`config.mk`:
```
export PLATFORM = sky130hd
export DESIGN_NAME = fetch_unit
export DESIGN_NICKNAME = d
export VERILOG_FILES = /design/src/rtl/fetch_unit.sv
export SDC_FILE = /design/constraint.sdc
export NUM_CORES = 1
export LEC_CHECK = 0
export ABC_AREA = 1
export CAP_MARGIN = 20
export CELL_PAD_IN_SITES_DETAIL_PLACEMENT = 0
export CELL_PAD_IN_SITES_GLOBAL_PLACEMENT = 1
export CORE_AREA = 5 5 85 87
export CTS_CLUSTER_DIAMETER = 200
export CTS_CLUSTER_SIZE = 20
export DETAILED_ROUTE_END_ITERATION = 7
export DIE_AREA = 0 0 90 92
export PLACE_DENSITY = 0.89
export SLEW_MARGIN = 20
export SYNTH_ARGS = -nofsm -noshare
export SYNTH_HDL_FRONTEND = slang
export SYNTH_SLANG_ARGS = --single-unit
```
`constraint.sdc`:
```
create_clock -name clk -period 2.8 [get_ports clk]
set_clock_uncertainty 0.1 [all_clocks]
set_input_delay 0.56 -clock clk [delete_from_list [all_inputs] [get_ports clk]]
set_output_delay 0.56 -clock clk [all_outputs]
set_load 0.01 [all_outputs]
```
`src/rtl/fetch_unit.sv`:
```
// Instruction-fetch stage: PC, one-cycle registered imem read, stall hold,
// zero-bubble redirect and halt after the programmed last address.
module fetch_unit #(
    parameter int ADDR_WIDTH = 10,
    parameter int DATA_WIDTH = 32,
    parameter logic [ADDR_WIDTH-1:0] RESET_PC = '0,
    parameter logic [ADDR_WIDTH-1:0] LAST_PC = ADDR_WIDTH'(9)
) (
    input  logic                  clk,
    input  logic                  rst,
    input  logic                  stall,
    input  logic                  redirect,
    input  logic [ADDR_WIDTH-1:0] redirect_pc,
    output logic [ADDR_WIDTH-1:0] imem_addr,
    input  logic [DATA_WIDTH-1:0] imem_data,
    output logic [DATA_WIDTH-1:0] if_instr,
    output logic [ADDR_WIDTH-1:0] if_pc,
    output logic                  if_valid,
    output logic                  halted
);

    typedef enum logic {
        RUN,
        HALT
    } state_t;

    state_t                state;
    logic [ADDR_WIDTH-1:0] pc_q;
    logic [ADDR_WIDTH-1:0] pc_if;
    logic                  vld_if;
    logic                  issue;

    assign issue = redirect | ((state == RUN) & ~stall);

    // Without an issue the word on imem_data is re-read so it stays put.
    always_comb begin
        if (rst)
            imem_addr = RESET_PC;
        else if (redirect)
            imem_addr = redirect_pc;
        else if (issue)
            imem_addr = pc_q;
        else
            imem_addr = pc_if;
    end

    always_ff @(posedge clk or posedge rst) begin
        if (rst) begin
            pc_q   <= RESET_PC;
            pc_if  <= RESET_PC;
            vld_if <= 1'b0;
            state  <= RUN;
        end else if (issue) begin
            pc_if  <= imem_addr;
            pc_q   <= imem_addr + ADDR_WIDTH'(1);
            vld_if <= 1'b1;
            state  <= (imem_addr == LAST_PC) ? HALT : RUN;
        end else if (!stall) begin
            vld_if <= 1'b0;
        end
    end

    assign if_instr = imem_data;
    assign if_pc    = pc_if;
    assign if_valid = vld_if & ~redirect;
    assign halted   = (state == HALT);

endmodule

```
Word-level counts from Yosys, hierarchy flattened
Index checks and enable logic that the tools add are counted.

word-level totals
  register bits after elaboration = 22
  input bits = 46
  word-level logic and storage cells = 19

cells by class
  multiplexer cells = 6
  equal/unequal tests = 2
  add/sub/neg operators = 1
  bitwise logic cells = 6

operator list
  cell                     count
  $mux W10                 3
  $add A10 B1 Y10 const B  1
  $eq A10 B4 Y1 const B    1
  $mux W1                  3
  $not A1 Y1               3
  $and A1 B1 Y1            2
  $ne A2 B1 Y1 const B     1
  $or A1 B1 Y1             1

Depth between registers and ports, before layout
  word-level depth = 8
  mapped depth = 11

Worst setup path before layout
OpenSTA, ideal clock, no wires.

  path kind = input-to-output
  start = in rst
  end = out imem_addr[5]
  required time = 2.140 ns
  cell stages on the path = 4
  arrival = 1.423 ns
  buffers on the path = 1
  setup slack = 0.717 ns
  cell sequence = inv_1 -> buf_2 -> nand2_1 -> inv_1

on the way
  longest elaborated chain between the ends = 1

ends and longest elaborated chain
  what                line  text
  start: declaration  10    input logic rst,
  $mux W10            37    if (rst)
  end: declaration    14    output logic [ADDR_WIDTH-1:0] imem_addr,

No other way between the ends.

Worst setup path after layout
  start = in redirect
  end = out imem_addr[6]

on the way
  longest elaborated chain between the ends = 4

ends and longest elaborated chain
  what                line  text
  start: declaration  12    input logic redirect,
  $or A1 B1 Y1        33    assign issue = redirect | ((state == RUN) & ~stall);
  $mux W10            41    else if (issue)
  $mux W10 *          39    else if (redirect)
  $mux W10 *          37

Every way passes the cells marked *; elsewhere a longest branch is shown, timed or not.

==> impl_metrics.json <==
{
  "routed_via_density": 4.40,
  "cts.sinks": 22,
  "synth_area_um2": 1600,
  "grt_overflow": 0,
  "pwr-share-seq_pct": 41.8,
  "swShare_pct": 29.9,
  "rows": 29,
  "avgSynthCellArea_um2": 7.26,
  "drv_slew": 0,
  "start_kind": "input pin",
  "internal-power_mw": 0.607,
  "synth_fp_nets": 268,
  "routed_wl_mm": 4.46,
  "yosys_warnings": 0,
  "period_needed_ps": 2720,
  "diodes": 0,
  "route.detailed.drc": 0,
  "antenna_found_initial": 0,
  "critPathMaxFanout": 11,
  "status": "finished clean",
  "post-route-worst-setup-slack_ps": 81.8,
  "cts_root_buffer": "clkbuf_8",
  "start_util_pct": 25.6,
  "fp.dieArea_um2": 8280,
  "hold_violations": 0,
  "hp-start": "pc_q[4]",
  "htreeDepth": 1,
  "wire_per_inst_um": 13.1,
  "crit_arrival_ps": 2060,
  "die_h_um": 92,
  "gp_congestion": 0.863,
  "crit_path_start": "redirect",
  "hold_path_class": "flop to flop",
  "io_buffer_count": 35,
  "vias": 1497,
  "post-route-period-util_pct": 97.1,
  "drive_gt1_share_pct": 24.0,
  "grt_start_max_net_pins": 21,
  "cp-end-kind": "output pin",
  "hold_buffers": 0,
  "power_density_nw_per_um2": 403,
  "layout_commonest_cell": "nand2_1",
  "dpl_worst_slack_ps": -252,
  "crit_required_ps": 2140,
  "max-vdd-ir-drop_uv": 180,
  "first_iter_violations": 112,
  "ys_seq_area_share_pct": 34.3,
  "cts_inserted_buffers": 3,
  "max_slew_margin_pct": 80.3,
  "path_clk_slew_ps": 80,
  "rsz0062_at_grt": "false",
  "leakage_nw": 1.13,
  "coreArea_um2": 6280,
  "worst_slew_pin_slew_ps": 296,
  "tritoncts": "done",
  "syn2layout_area_growth_pct": 34.1,
  "cap_viol_max_count": 0,
  "placed_area_um2": 2070,
  "power_frac_comb_pct": 30.8,
  "fillers": 665,
  "p_sw_mw": 0.259,
  "die_w_um": 90,
  "fmax_mhz": 368,
  "first_pass_iters": 4,
  "dp_hpwl_mm": 3.51,
  "cts_max_path_buffers": 2,
  "grt_pass1_vias": 1515,
  "grt.total_usage_pct": 10.9,
  "final_area_um2": 2150,
  "netlist_instances": 221,
  "worstSkewPairLatency_ps": 270,
  "pin_count": 100,
  "final_cell_mix": "nand2_1 (53), buf_4 (38), clkdlybuf4s50_1 (30)",
  "final-setup-viol-count": 0,
  "ys_ff_latch": 22,
  "rr_startpoint": "halted",
  "power_frac_clock_pct": 27.4,
  "grt_pass1_wl_mm": 7.51,
  "final_nets": 311,
  "ant_nets": 0,
  "synth_cell_types": 23,
  "worstSetupPathType": "input pin to output pin"
}
[cells in the mapped netlist]
master	number	share of area, %
clkbuf_1	2	0.47
nand4_1	6	2.3
nand3_1	28	8.7
nand2_1	53	12
buf_6	3	2.1
o21ai_0	12	3.7
nor2_2	2	0.78
a21oi_2	1	0.55
nor2_4	4	2.8
a31oi_1	2	0.78
nor2_1	13	3.0
a21oi_1	2	0.62
ha_1	1	0.78
inv_2	1	0.23
buf_4	32	15
inv_1	25	5.9
o211ai_1	1	0.47
buf_2	1	0.31
nand3_2	3	1.9
o21ai_1	1	0.31
nand2_2	5	2.0
o21ai_2	1	0.55
dfrtp_1	22	34
[worst max-delay path, stage by stage]
cell and delay [ps]:
dlygate4sd2_1 320, inv_4 140, buf_12 130, nand3_1 110, nand3_1 120, nand2_1 90, inv_1 60, clkdlybuf4s50_1 520
[sequential cells by signal, summed over array words and instances, names as in the netlist]
signal and cells:
if_pc 10, pc_q 10, halted 1, vld_if 1
[per-layer routing]
metal / share of wire (%) / track usage, % / vias to the layer above / wire length, um
li1: - / - / 760 / -
met1: 44 / 14.2 / 685 / 1950
met2: 48 / 17.5 / 43 / 2140
met3: 6.8 / 2.95 / 9 / 305
met4: 1.6 / 3.85 / 0 / 70
met5: 0 / 0 / - / 0
[per-stage QoR]
step                      total power, mW  util [%]  hold slack [ps]  instances  setup TNS, ps
after global routing                0.916      34.3              417        340              0
after CTS                           0.872      34.0              395        338              0
after floorplan                     0.531         -              350        221              0
final                               0.866      34.3              395        340              0
after detailed placement            0.633      32.9              373        332          -1850
after global placement              0.632      32.9              368        332          -1950
[timing repair]
| action | 4_1_cts | 5_1_grt |
|---|---|---|
| cloned | 1 | 0 |
| pin swaps | 2 | 1 |
| setup endpoints to repair | 10 | 6 |
| hold endpoints to repair | 0 | 0 |
| buffers inserted | 1 | 2 |
| gates resized for setup | 3 | 5 |
[worst paths after layout]
path | to | slack, ps | cells after the start
worst max-delay path | imem_addr[6] | 80 | 8
worst min-delay path | pc_q[4] | 400 | 2
worst max register to register | pc_q[6] | 790 | 12
worst min register to register | pc_q[4] | 400 | 2
max in group asynchronous | if_pc[7] | 1700 | 4
min in group asynchronous | if_pc[1] | 580 | 3
[cell type report]
type,count,area [um^2],area share (%)
Clock buffer,4,55.1,2.56
Inverter,26,100,4.65
Multi-Input combinational cell,136,676,31.4
Sequential cell,22,551,25.6
Tap cell,77,96.3,4.48
Timing Repair Buffer,75,673,31.3
[cell families (layout without fill, tap and decap cells)]
kind of cell	Yosys count	in the layout	share of synthesized area, %
AOI/OAI and AO/OA	20	20	7.02
DFF	22	22	34.3
buffers and inverters	64	105	23.9
adders and majority gates	1	1	0.780
and+or+nand+nor	114	115	33.9
[power by group through the flow]
stage	registers, mW	logic [mW]	clock network [mW]
floorplan	0.371	0.160	0
global placement	0.368	0.264	0
detailed placement	0.369	0.264	0
CTS	0.363	0.267	0.243
global route	0.366	0.294	0.257
finish	0.362	0.266	0.237
No activity file was read; power rests on OpenSTA's default activity.
